<file path="src/rtl/matrix_stream_parser.sv">
// matrix_stream_parser
// Parses an ASCII byte stream "m n e00 e01 ..." from a UART receiver and
// issues matrix-create and element-write commands to matrix storage.
// Tokens are multi-digit decimals with an optional leading '-', separated by
// space, comma, CR or LF. Dimensions and elements are range checked. If no
// element arrives for TIMEOUT_CYCLES the rest of the matrix is zero padded.
// After a matrix completes, parsing loops back for the next m until exit.
//
// Optional build macro MATRIX_PARSER_CLAMP_EN: when defined, out-of-range
// elements are saturated to ELEM_MIN/ELEM_MAX and written; when undefined
// they stop parsing with err_code 3.
//
// Ports:
//   clk, rst_n                 clock, asynchronous active-low reset
//   start_en                   level, parser enabled while high
//   rx_data, rx_done           received byte and its one-cycle strobe
//   btn_exit_input             level, leave input mode (honoured in GET_M)
//   wr_cmd_new                 pulse, create matrix wr_dims_r x wr_dims_c
//   wr_cmd_single              pulse, write wr_data at wr_row_idx/wr_col_idx
//   wr_dims_r, wr_dims_c       current matrix dimensions
//   wr_row_idx, wr_col_idx     element index of the write
//   wr_data                    signed element value
//   input_done                 high every cycle while in DONE
//   err, err_code              sticky error and its cause (1 char, 2 dim, 3 elem)
//   busy                       high in every state except IDLE
module matrix_stream_parser #(
    parameter int DATA_W         = 8,
    parameter int ROW_IDX_W      = 3,
    parameter int COL_IDX_W      = 3,
    parameter int MAX_ROWS       = 5,
    parameter int MAX_COLS       = 5,
    parameter int ELEM_MIN       = -128,
    parameter int ELEM_MAX       = 127,
    parameter int TIMEOUT_CYCLES = 50_000_000
) (
    input  logic                 clk,
    input  logic                 rst_n,
    input  logic                 start_en,
    input  logic [7:0]           rx_data,
    input  logic                 rx_done,
    input  logic                 btn_exit_input,
    output logic                 wr_cmd_new,
    output logic                 wr_cmd_single,
    output logic [ROW_IDX_W-1:0] wr_dims_r,
    output logic [COL_IDX_W-1:0] wr_dims_c,
    output logic [ROW_IDX_W-1:0] wr_row_idx,
    output logic [COL_IDX_W-1:0] wr_col_idx,
    output logic [DATA_W-1:0]    wr_data,
    output logic                 input_done,
    output logic                 err,
    output logic [1:0]           err_code,
    output logic                 busy
);
    localparam int AW    = DATA_W + 4;   // accumulator width
    localparam int TW    = DATA_W + 5;   // signed token width
    localparam int MW    = DATA_W + 8;   // headroom for acc*10+digit
    localparam int TMR_W = $clog2(TIMEOUT_CYCLES + 1);

    localparam logic [MW-1:0]        ACC_LIMIT  = MW'(2 ** DATA_W);
    localparam logic signed [TW-1:0] ELEM_MIN_T = TW'(ELEM_MIN);
    localparam logic signed [TW-1:0] ELEM_MAX_T = TW'(ELEM_MAX);
    localparam logic signed [TW-1:0] MAX_ROWS_T = TW'(MAX_ROWS);
    localparam logic signed [TW-1:0] MAX_COLS_T = TW'(MAX_COLS);
    localparam logic signed [TW-1:0] ONE_T      = TW'(1);

    typedef enum logic [3:0] {
        IDLE, GET_M, GET_N, CREATE, WAIT_DATA, WRITE, PAD, NEXT, ERROR, DONE
    } state_t;

    state_t                 state_reg;
    logic [AW-1:0]          acc_reg;
    logic                   neg_reg, has_digit_reg, ovf_reg;
    logic                   tok_valid_reg, tok_err_reg, tok_neg_reg, tok_ovf_reg;
    logic signed [TW-1:0]   tok_val_reg;
    logic [TMR_W-1:0]       timer_reg;
    logic [ROW_IDX_W-1:0]   row_reg;
    logic [COL_IDX_W-1:0]   col_reg;
    logic [DATA_W-1:0]      elem_reg;
    logic                   pad_mode_reg;

    logic [MW-1:0] acc_mul;
    logic          is_digit, is_sep, pending, tok_active, timeout;
    logic          dim_r_ok, dim_c_ok, elem_ok, last_elem;
    logic [DATA_W-1:0] elem_value;

    assign is_digit   = (rx_data >= 8'h30) && (rx_data <= 8'h39);
    assign is_sep     = (rx_data == 8'h20) || (rx_data == 8'h2C) ||
                        (rx_data == 8'h0D) || (rx_data == 8'h0A);
    assign acc_mul    = MW'(acc_reg) * MW'(10) + MW'(rx_data[3:0]);
    assign pending    = has_digit_reg | neg_reg;
    assign tok_active = start_en && (state_reg != IDLE) &&
                        (state_reg != ERROR) && (state_reg != DONE);

    // A byte on the timeout cycle wins: the timer restarts instead.
    assign timeout = (state_reg == WAIT_DATA) && !pending && !rx_done &&
                     (timer_reg == TMR_W'(TIMEOUT_CYCLES - 1));

    assign dim_r_ok  = !tok_ovf_reg && !tok_neg_reg &&
                       (tok_val_reg >= ONE_T) && (tok_val_reg <= MAX_ROWS_T);
    assign dim_c_ok  = !tok_ovf_reg && !tok_neg_reg &&
                       (tok_val_reg >= ONE_T) && (tok_val_reg <= MAX_COLS_T);
    assign elem_ok   = !tok_ovf_reg &&
                       (tok_val_reg >= ELEM_MIN_T) && (tok_val_reg <= ELEM_MAX_T);
    assign last_elem = (row_reg == wr_dims_r - ROW_IDX_W'(1)) &&
                       (col_reg == wr_dims_c - COL_IDX_W'(1));

    always_comb begin
        elem_value = tok_val_reg[DATA_W-1:0];
`ifdef MATRIX_PARSER_CLAMP_EN
        // Any out-of-range token is negative exactly when it carried a '-',
        // which stays true even when the accumulator overflowed.
        if (!elem_ok)
            elem_value = tok_neg_reg ? DATA_W'(ELEM_MIN) : DATA_W'(ELEM_MAX);
`endif
    end

    // Tokenizer: one result (tok_valid or tok_err) the cycle after a byte.
    always_ff @(posedge clk or negedge rst_n) begin
        if (!rst_n) begin
            acc_reg       <= '0;
            neg_reg       <= 1'b0;
            has_digit_reg <= 1'b0;
            ovf_reg       <= 1'b0;
            tok_valid_reg <= 1'b0;
            tok_err_reg   <= 1'b0;
            tok_neg_reg   <= 1'b0;
            tok_ovf_reg   <= 1'b0;
            tok_val_reg   <= '0;
        end else begin
            tok_valid_reg <= 1'b0;
            tok_err_reg   <= 1'b0;
            if (state_reg == IDLE || !start_en) begin
                acc_reg       <= '0;
                neg_reg       <= 1'b0;
                has_digit_reg <= 1'b0;
                ovf_reg       <= 1'b0;
            end else if (rx_done && tok_active) begin
                if (is_digit) begin
                    acc_reg       <= acc_mul[AW-1:0];
                    has_digit_reg <= 1'b1;
                    if (acc_mul > ACC_LIMIT)
                        ovf_reg <= 1'b1;
                end else if (rx_data == 8'h2D) begin
                    if (pending)
                        tok_err_reg <= 1'b1;
                    else
                        neg_reg <= 1'b1;
                end else if (is_sep) begin
                    if (has_digit_reg) begin
                        tok_valid_reg <= 1'b1;
                        tok_neg_reg   <= neg_reg;
                        tok_ovf_reg   <= ovf_reg;
                        tok_val_reg   <= neg_reg ? -$signed({1'b0, acc_reg})
                                                 :  $signed({1'b0, acc_reg});
                    end else if (neg_reg) begin
                        tok_err_reg <= 1'b1;     // lone '-'
                    end
                    acc_reg       <= '0;
                    neg_reg       <= 1'b0;
                    has_digit_reg <= 1'b0;
                    ovf_reg       <= 1'b0;
                end else begin
                    tok_err_reg <= 1'b1;
                end
            end
        end
    end

    // Idle timer: counts only while waiting for an element with nothing pending.
    always_ff @(posedge clk or negedge rst_n) begin
        if (!rst_n)
            timer_reg <= '0;
        else if (state_reg != WAIT_DATA || pending || rx_done || timeout)
            timer_reg <= '0;
        else
            timer_reg <= timer_reg + TMR_W'(1);
    end

    always_ff @(posedge clk or negedge rst_n) begin
        if (!rst_n) begin
            state_reg     <= IDLE;
            wr_cmd_new    <= 1'b0;
            wr_cmd_single <= 1'b0;
            wr_dims_r     <= '0;
            wr_dims_c     <= '0;
            wr_row_idx    <= '0;
            wr_col_idx    <= '0;
            wr_data       <= '0;
            input_done    <= 1'b0;
            err           <= 1'b0;
            err_code      <= 2'd0;
            busy          <= 1'b0;
            row_reg       <= '0;
            col_reg       <= '0;
            elem_reg      <= '0;
            pad_mode_reg  <= 1'b0;
        end else begin
            wr_cmd_new    <= 1'b0;
            wr_cmd_single <= 1'b0;
            input_done    <= 1'b0;
            if (state_reg != IDLE && !start_en) begin
                // Abandon whatever is in flight; nothing more is written.
                state_reg    <= IDLE;
                busy         <= 1'b0;
                err          <= 1'b0;
                err_code     <= 2'd0;
                pad_mode_reg <= 1'b0;
            end else if (tok_err_reg && tok_active) begin
                state_reg <= ERROR;
                err       <= 1'b1;
                err_code  <= 2'd1;
            end else begin
                case (state_reg)
                    IDLE: if (start_en) begin
                        state_reg    <= GET_M;
                        busy         <= 1'b1;
                        err          <= 1'b0;
                        err_code     <= 2'd0;
                        pad_mode_reg <= 1'b0;
                        row_reg      <= '0;
                        col_reg      <= '0;
                    end
                    GET_M: if (tok_valid_reg) begin
                        if (dim_r_ok) begin
                            wr_dims_r <= tok_val_reg[ROW_IDX_W-1:0];
                            state_reg <= GET_N;
                        end else begin
                            state_reg <= ERROR;
                            err       <= 1'b1;
                            err_code  <= 2'd2;
                        end
                    end else if (btn_exit_input && !pending) begin
                        state_reg  <= DONE;
                        input_done <= 1'b1;
                    end
                    GET_N: if (tok_valid_reg) begin
                        if (dim_c_ok) begin
                            wr_dims_c <= tok_val_reg[COL_IDX_W-1:0];
                            state_reg <= CREATE;
                        end else begin
                            state_reg <= ERROR;
                            err       <= 1'b1;
                            err_code  <= 2'd2;
                        end
                    end
                    CREATE: begin
                        wr_cmd_new <= 1'b1;
                        row_reg    <= '0;
                        col_reg    <= '0;
                        state_reg  <= WAIT_DATA;
                    end
                    WAIT_DATA: if (tok_valid_reg) begin
`ifdef MATRIX_PARSER_CLAMP_EN
                        elem_reg  <= elem_value;
                        state_reg <= WRITE;
`else
                        if (elem_ok) begin
                            elem_reg  <= elem_value;
                            state_reg <= WRITE;
                        end else begin
                            state_reg <= ERROR;
                            err       <= 1'b1;
                            err_code  <= 2'd3;
                        end
`endif
                    end else if (timeout) begin
                        pad_mode_reg <= 1'b1;
                        state_reg    <= PAD;
                    end
                    WRITE, PAD: begin
                        wr_cmd_single <= 1'b1;
                        wr_row_idx    <= row_reg;
                        wr_col_idx    <= col_reg;
                        wr_data       <= (state_reg == PAD) ? '0 : elem_reg;
                        state_reg     <= NEXT;
                    end
                    NEXT: if (last_elem) begin
                        pad_mode_reg <= 1'b0;
                        state_reg    <= GET_M;
                    end else begin
                        if (col_reg == wr_dims_c - COL_IDX_W'(1)) begin
                            col_reg <= '0;
                            row_reg <= row_reg + ROW_IDX_W'(1);
                        end else begin
                            col_reg <= col_reg + COL_IDX_W'(1);
                        end
                        state_reg <= pad_mode_reg ? PAD : WAIT_DATA;
                    end
                    ERROR: ;
                    DONE: input_done <= 1'b1;
                    default: state_reg <= IDLE;
                endcase
            end
        end
    end
endmodule

</file>
<file path="config.mk">
export PLATFORM = sky130hd
export DESIGN_NAME = matrix_stream_parser
export DESIGN_NICKNAME = d
export VERILOG_FILES = /design/src/rtl/matrix_stream_parser.sv
export SDC_FILE = /design/constraint.sdc
export NUM_CORES = 1
export LEC_CHECK = 0
export CORE_AREA = 3 3 101 103
export CTS_CLUSTER_DIAMETER = 120
export DETAILED_ROUTE_END_ITERATION = 10
export DIE_AREA = 0 0 104 106
export DONT_BUFFER_PORTS = 1
export PLACE_DENSITY = 0.79
export RECOVER_POWER = 25
export SYNTH_ARGS = -nofsm -noshare
export SYNTH_HDL_FRONTEND = slang
export SYNTH_SLANG_ARGS = --single-unit
</file>
<file path="constraint.sdc">
create_clock -name clk -period 3.7 [get_ports clk]
set_input_delay 0.37 -clock clk [delete_from_list [all_inputs] [get_ports clk]]
set_output_delay 0.37 -clock clk [all_outputs]
set_load 0.02 [all_outputs]
</file>
Yosys cells after proc, flatten, opt, wreduce, memory -nomap -nowiden
Cells that the tools add are included.
Storage, ports and cells
  bits in registers: 104
  output and inout port bits: 27
  logic and storage cells: 238
Cells by class
  add/sub/neg operators: 7
  $mul: 1
  order comparisons: 7
  eq/ne operators: 41
  muxes and demuxes: 94
  bitwise gates (word level): 6
  reductions and logical operators: 56
Operators by type and width (count)
  2-to-1 mux 12 bit: 5
  2-to-1 mux 1 bit: 54
  2-to-1 mux 4 bit: 11
  one-hot mux 4 bit (8 select lines): 1
  adder 26 x 1 -> 26 bit, second input constant: 1
  == test 26 bit, second input constant: 1
  2-to-1 mux 26 bit: 1
  AND reduction 5 bit: 5
  == test 8 x 6 -> 1 bit, second input constant: 3
  AND reduction 6 bit: 4
  2-to-1 mux 3 bit: 6
  one-hot mux 3 bit (3 select lines): 2
  logical AND 1 bit: 17
  adder 16 x 4 -> 16 bit: 1
  == test 4 x 3 -> 1 bit, second input constant: 4
  == test 8 x 4 -> 1 bit, second input constant: 2
  greater-than comparator 16 x 9 -> 1 bit, second input constant: 1
  2-to-1 mux 2 bit: 8
  != test 4 x 2 -> 1 bit, second input constant: 4
  multiplier 12 x 3 -> 15 bit, second input constant: 1
  >= comparator 13 x 2 -> 1 bit, second input constant: 1
  >= comparator 13 x 8 -> 1 bit, second input constant: 1
  less-or-equal comparator 13 x 4 -> 1 bit, second input constant: 1
  less-or-equal comparator 13 x 8 -> 1 bit, second input constant: 1
  other kinds (36): 76

Longest topological paths before layout
Gate-level depths: netlist of the first run.
  depth in word-level cells: 10
  depth in mapped cells: 10
  gate-level depth less buffers: 10

Worst setup path after synthesis of the first run
Ideal clock, no wire load.
  path kind: flip-flop to flip-flop
  start point: reg acc_reg[1]
  end point: reg ovf_reg
  setup time: 0.124 ns
  arrival: 2.907 ns
  required time: 3.576 ns
  slack: 0.669 ns
  cell stages (with the launch flop): 11
  buffers on the path: 0
  period minus slack after synthesis: 3.031 ns
  cell sequence: dfrtp_1 ha_1 ha_1 fa_1 a21o_1 a21oi_1 xnor2_1 nand3_1 xor2_1 or4_1 o31a_1
On the way
  word-level cells in the longest chain between the ends: 5
Ends and longest elaborated chain
  start, declared: RTL line 71  | logic [AW-1:0] acc_reg;
  start signal, assigned: RTL line 139  | acc_reg <= acc_mul[AW-1:0];
  multiplier 12 x 3 -> 15 bit: RTL line 89  | assign acc_mul = MW'(acc_reg) * MW'(10) + MW'(rx_data[3:0]);
  adder 16 x 4 -> 16 bit: RTL line 89
  greater-than comparator 16 x 9 -> 1 bit: RTL line 141  | if (acc_mul > ACC_LIMIT)
  != test 3 x 1 -> 1 bit (no source line)
  AND reduction 4 bit (no source line)
  end signal, assigned: RTL line 136  | ovf_reg <= 1'b0;
  end signal, assigned: RTL line 142  | ovf_reg <= 1'b1;
  end signal, assigned: RTL line 161  | ovf_reg <= 1'b0;
  end, declared: RTL line 72  | logic neg_reg, has_digit_reg, ovf_reg;
Every way passes these cells.
A chain may end at the register's enable or synchronous reset.

Worst setup path after layout of the first run
Same ends and word-level chain as after synthesis.

==> flow_summary.toml, run 1 <==
[clocking]
hold_buffers = 2
cts_buffers = 9
cts.sinks = 104
cts_tree = "done"
htree_levels = 3
clk_pin_slew_ns = 0.09
root_buffer = "clkbuf_8"
cts_resized = 0
clk_latency_ns = 0.37
clk_path_buf_depth = 2
post_cts.repair.setup_buffers = 0

[detailed_routing]
ant_nets = 0
route.detailed.drc = 0
dr_total_vias = 4608
first_iter_violations = 272
routed_wl_um = 12400
firstDrtPassIters = 5
wl_per_cell_um = 16.0
via_per_inst = 5.98

[timing]
setup_tns_ns = 0
setup_viol = 0
final_max_slew_viol_count = 105
maxSlewHeadroom = -0.656
hold_viol = 0
rsz0062_at_grt = "no"
fin_skew_ns = 0.0111
hold_slack_ns = 0.132
worst_slew_pin_slew_ns = 2.48
setup_ws_ns = 0.482
fin_crit_ns = 3.22
max_freq_mhz = 311
min_period_over_period = 0.870

[finish]
synthToLayoutAreaGrowth_pct = 4.97
drive_gt1_frac = 0.0592
nFillCells = 732
nets = 682
largest_reg_flops = 26
design_area_sq_um = 6290
antennaDiodeCount = 0

[logic_synthesis]
ys_ff_latch = 104
synth_warnings = 0
syn_inst = 643
synth.net_count = 687
async_flop_share = 1.00
synth_edf_count = 0
synth.avg_cell_area_sq_um = 9.32
synth_area_sq_um = 5990
ys_seq_area_frac = 0.434
ys_types = 67
synth_ff_type = "dfrtp_1"

[place]
pre_cts_slack_ns = 0.484
place_area_sq_um = 6080
portBuffers = 0
dp_hpwl_um = 9140
gp_congestion = 0.908

[critical_path]
worstReg2RegEnd = "ovf_reg"
end_kind = "flop"
reg2reg_slack_ns = 0.48
r2r-start = "acc_reg[1]"
crit_path_start_kind = "flop"
arrival_ns = 3.47
r2r_cells = 10
critPathKind = "flop to flop"
critPathMaxFanout = 7
crit_required_ns = 3.95

[global_routing]
grt_pass1_vias = 4574
grt_overflow = 0
antenna_found_initial = 0
grt_pass1_wl_um = 21200
grt.total_usage = 0.233
grt_max_degree = 105

[die]
rows = 35
die_h_um = 106
die_area_sq_um = 11000
pin_count = 40
initial_utilization = 0.645
die_x_um = 104
core_area_sq_um = 9280

[outcome]
violations = "max-capacitance violations, max-slew violations"
outcome = "complete, but fails checks"

[power]
p_per_area_nw_per_um2 = 370
leakagePower_nw = 2.95
max-vdd-ir-drop_mv = 0.262

[min_path]
hp-start = "rx_data[0]"
holdPathEnd = "acc_reg[0]"
min_path_cells = 1
min_path_type = "input port to flop"

[flow_run]
drv_cap = 1
==> worst max path at each step <==
stage / startpoint / endpoint / slack [ns] / cells past startpoint
2_1_floorplan: acc_reg[1] / ovf_reg / 0.67 / 10
3_3_place_gp: acc_reg[1] / ovf_reg / 0.52 / 10
3_5_place_dp: acc_reg[1] / ovf_reg / 0.48 / 10
4_1_cts: acc_reg[1] / ovf_reg / 0.47 / 10
5_1_grt: acc_reg[1] / ovf_reg / 0.27 / 10
6_report: acc_reg[1] / ovf_reg / 0.48 / 10
==> routing by layer <==
| metal | wire length (um) | track usage | share of wire |
|---|---|---|---|
| met5 | 0 | 0 | 0 |
| met4 | 151 | 0.0684 | 0.012 |
| met3 | 676 | 0.0553 | 0.055 |
| met2 | 5910 | 0.389 | 0.48 |
| met1 | 5630 | 0.306 | 0.46 |
==> worst max-delay path, stage by stage, from the launching register on <==
cell	delay [ns]
dfrtp_1	0.48
ha_1	0.32
ha_1	0.24
fa_1	0.40
a21o_1	0.20
a221oi_2	0.33
a21oi_1	0.14
nor3_1	0.14
a31oi_1	0.09
or4_1	0.52
o31a_1	0.25
==> synth_stat cells (all sizes together) (5+ instances only) <==
| master | instances | area, sq um |
|---|---|---|
| dfrtp | 104 | 2600 |
| nand2 | 99 | 372 |
| nor2 | 62 | 240 |
| o21ai | 48 | 240 |
| xor2 | 36 | 315 |
| ha | 29 | 363 |
| nand3 | 29 | 145 |
| inv | 18 | 67.6 |
| clkbuf | 17 | 63.8 |
| xnor2 | 16 | 140 |
| a21oi | 14 | 70.1 |
| a22o | 14 | 124 |
| mux2 | 13 | 146 |
| nor3 | 12 | 60.1 |
| nor4 | 10 | 62.6 |
| a21o | 8 | 60.1 |
| nand2b | 8 | 50.1 |
| nand4 | 8 | 50.1 |
| o31ai | 7 | 52.6 |
| or3 | 6 | 37.5 |
| or4 | 6 | 45.0 |
| a31oi | 5 | 31.3 |
| and3 | 5 | 31.3 |
| o21a | 5 | 37.5 |
| or2 | 5 | 33.8 |
==> cell type report <==
cell class	instances	area, sq um	area share
Tap cell	129	161	0.0257
Inverter	18	67.6	0.0107
Timing Repair Buffer	3	22.5	0.00358
Multi-Input combinational cell	502	3240	0.515
Sequential cell	104	2600	0.414
Clock inverter	5	56.3	0.00895
Clock buffer	10	138	0.0219
==> per-stage QoR <==
stage	utilization	total power, W	std cells
after floorplan	-	0.00153	643
after global placement	0.655	0.00159	754
after detailed placement	0.655	0.00161	754
after CTS	0.680	0.00234	771
after global routing	0.677	0.00243	771
final	0.677	0.00232	771
==> power breakdown <==
group          internal, W  switching (W)
registers          0.00117      0.0000823
clock network     0.000328       0.000382
logic             0.000151       0.000215
total              0.00165       0.000679
==> cells by family (layout without fill, tap and decap cells) <==
kind of cell | count (synthesis) | count (layout) | share of synthesized area
multiplexers | 16 | 16 | 0.0294
buffers and inverters | 37 | 36 | 0.0246
flip-flops | 104 | 104 | 0.434
AND/OR/NAND/NOR | 264 | 264 | 0.207
XOR/XNOR | 54 | 54 | 0.0835
AO/OA/AOI/OAI | 136 | 136 | 0.152
adder cells (fa/ha/maj) | 32 | 32 | 0.0689
==> cell usage in the layout (no fill, tap or decap), types with 7 or more instances in the layout <==
| cell type | n |
|---|---|
| a22o_1 | 13 |
| xor2_1 | 36 |
| xnor2_1 | 16 |
| nand3_1 | 29 |
| inv_1 | 18 |
| nor3_1 | 12 |
| clkbuf_8 | 10 |
| nand4_1 | 8 |
| a21o_1 | 8 |
| mux2_2 | 12 |
| o21ai_0 | 33 |
| dfrtp_1 | 104 |
| nand2_1 | 99 |
| ha_1 | 29 |
| o31ai_1 | 7 |
| o21ai_1 | 15 |
| nand2b_1 | 8 |
| nor2_1 | 61 |
| a21oi_1 | 14 |
| nor4_1 | 10 |
Power figures use the tool's default switching activity.
==> inputs of run 2 (changes only) <==
CELL_PAD_IN_SITES_DETAIL_PLACEMENT = 0   (was default)
CELL_PAD_IN_SITES_GLOBAL_PLACEMENT = 1   (was default)
CORE_AREA = 3 3 114 116   (was 3 3 101 103)
CTS_BUF_LIST = sky130_fd_sc_hd__clkbuf_8 sky130_fd_sc_hd__clkbuf_16   (was default)
DIE_AREA = 0 0 117 119   (was 0 0 104 106)
PLACE_DENSITY = default   (was 0.79)
PLACE_DENSITY_LB_ADDON = 0.1   (was default)
==> flow_summary.toml, run 2 (synthesis gave the netlist of run 1 again) <==
[place]
pre_cts_slack_ns = 0.470
portBuffers = 0
dp_hpwl_um = 9520
gp_congestion = 0.804

[outcome]
violations = "max-capacitance violations, max-slew violations"
outcome = "complete, but fails checks"

[min_path]
min_path_type = "input port to flop"

[die]
die_x_um = 117
core_area_sq_um = 12000
pin_count = 40
rows = 40
die_h_um = 119
initial_utilization = 0.499
die_area_sq_um = 13900

[power]
p_seq_frac = 0.459
max-vdd-ir-drop_mv = 0.254
p_per_area_nw_per_um2 = 420
p_int_w = 0.00198
pwr-share-comb = 0.136
leakagePower_nw = 3.03
clkPwrFrac = 0.405
p_switching_w = 0.000737
swShare = 0.271

[global_routing]
grt_pass1_vias = 4410
grt_pass1_wl_um = 21800
grt_overflow = 0
grt_max_degree = 105
grt.total_usage = 0.197
antenna_found_initial = 0

[critical_path]
crit_required_ns = 3.94
crit_path_start_kind = "flop"
arrival_ns = 3.49
critPathKind = "flop to flop"
end_kind = "flop"
critPathMaxFanout = 7

[timing]
rsz0062_at_grt = "no"
fin_crit_ns = 3.25
hold_viol = 0
fin_skew_ns = 0.00830
worst_slew_pin_slew_ns = 2.51
maxSlewHeadroom = -0.673
setup_ws_ns = 0.448
min_period_over_period = 0.879
max_freq_mhz = 308
hold_slack_ns = 0.153
setup_tns_ns = 0
final_max_slew_viol_count = 105
setup_viol = 0

[detailed_routing]
routed.top_layer = "met4"
routed_wl_um = 12800
wl_per_cell_um = 16.2
dr_total_vias = 4565
wl_met2_um = 6140
first_iter_violations = 225
route.detailed.drc = 0
ant_nets = 0
firstDrtPassIters = 5
via_per_inst = 5.76
dr_wl_met3_um = 484
wl_met1_um = 6090

[flow_run]
drv_cap = 1

[clocking]
clk_path_buf_depth = 2
clk_latency_ns = 0.35
htree_levels = 3
hold_buffers = 2
cts_tree = "done"
cts.sinks = 104
root_buffer = "clkbuf_16"
cts_buffers = 9
clk_pin_slew_ns = 0.07
cts_resized = 0
post_cts.repair.setup_buffers = 0

[finish]
layout_common_cells = "dfrtp_1 (104), nand2_1 (99), nor2_1 (61), xor2_1 (36), o21ai_0 (33)"
synthToLayoutAreaGrowth_pct = 8.19
drive_gt1_frac = 0.0636
largest_reg_flops = 26
layout_commonest_cell = "dfrtp_1"
antennaDiodeCount = 0
nets = 684
run 2: changes by cell type in the layout (fill, tap and decap cells not counted):
cell,before,now
buf_4,1,3
bufinv_16,1,3
clkbuf_16,0,9
clkbuf_8,10,0
clkinv_2,2,0
inv_6,1,3
run 2: power groups by stage:
stage | clock network, W | logic, W | registers, W
after detailed placement | 0 | 0.000347 | 0.00127
after floorplan | 0 | 0.000290 | 0.00124
after global routing | 0.00119 | 0.000409 | 0.00125
after CTS | 0.00113 | 0.000376 | 0.00125
after global placement | 0 | 0.000344 | 0.00127
final | 0.00110 | 0.000370 | 0.00125
run 2: worst paths after layout:
path / depth (start not counted) / to / slack, ns / from
setup reg to reg: 10 / ovf_reg / 0.45 / acc_reg[1]
setup / recovery: 10 / ovf_reg / 0.45 / acc_reg[1]
hold reg to reg: 1 / tok_neg_reg / 0.50 / tok_neg_reg
hold / removal: 1 / acc_reg[0] / 0.15 / rx_data[0]
max in group asynchronous: 2 / wr_dims_c[0] / 0.89 / rst_n
min in group asynchronous: 2 / col_reg[2] / 1.30 / rst_n
run 2: layout make-up:
cell class / instances / area [sq um]
sequential: 104 / 2600
clock inverter: 7 / 124
inverter: 18 / 67.6
tap: 147 / 184
fill: 1151 / 5530
multi-input combinational: 502 / 3240
clock buffer: 9 / 225
timing repair buffer: 5 / 37.5
run 2: metrics by stage:
step / power [W] / std cells / instance area, sq um / util
after floorplan: 0.00153 / 643 / 5990 / -
after global placement: 0.00161 / 774 / 6120 / 0.509
after detailed placement: 0.00162 / 774 / 6120 / 0.509
after CTS: 0.00275 / 792 / 6500 / 0.542
after global routing: 0.00285 / 792 / 6480 / 0.540
final: 0.00272 / 792 / 6480 / 0.540
run 2: layer usage:
layer  track usage  vias to the layer above
met4        0.0638                        0
met1         0.270                     2189
met3        0.0462                        8
li1              -                     2290
met2         0.305                       78
met5             0                        -
run 2: critical path: stages, from the launching register on:
cell	delay, ns
dfrtp_1	0.47
ha_1	0.33
ha_1	0.24
fa_1	0.41
a21o_1	0.20
a221oi_2	0.36
a21oi_1	0.14
nor3_1	0.15
a31oi_1	0.10
or4_1	0.52
o31a_1	0.24
==> inputs of run 3 (changes only) <==
SETUP_SLACK_MARGIN = 0.05   (was default)
==> results of run 3 <==
No change in the layout: final DEF, timing and power equal those of run 2.
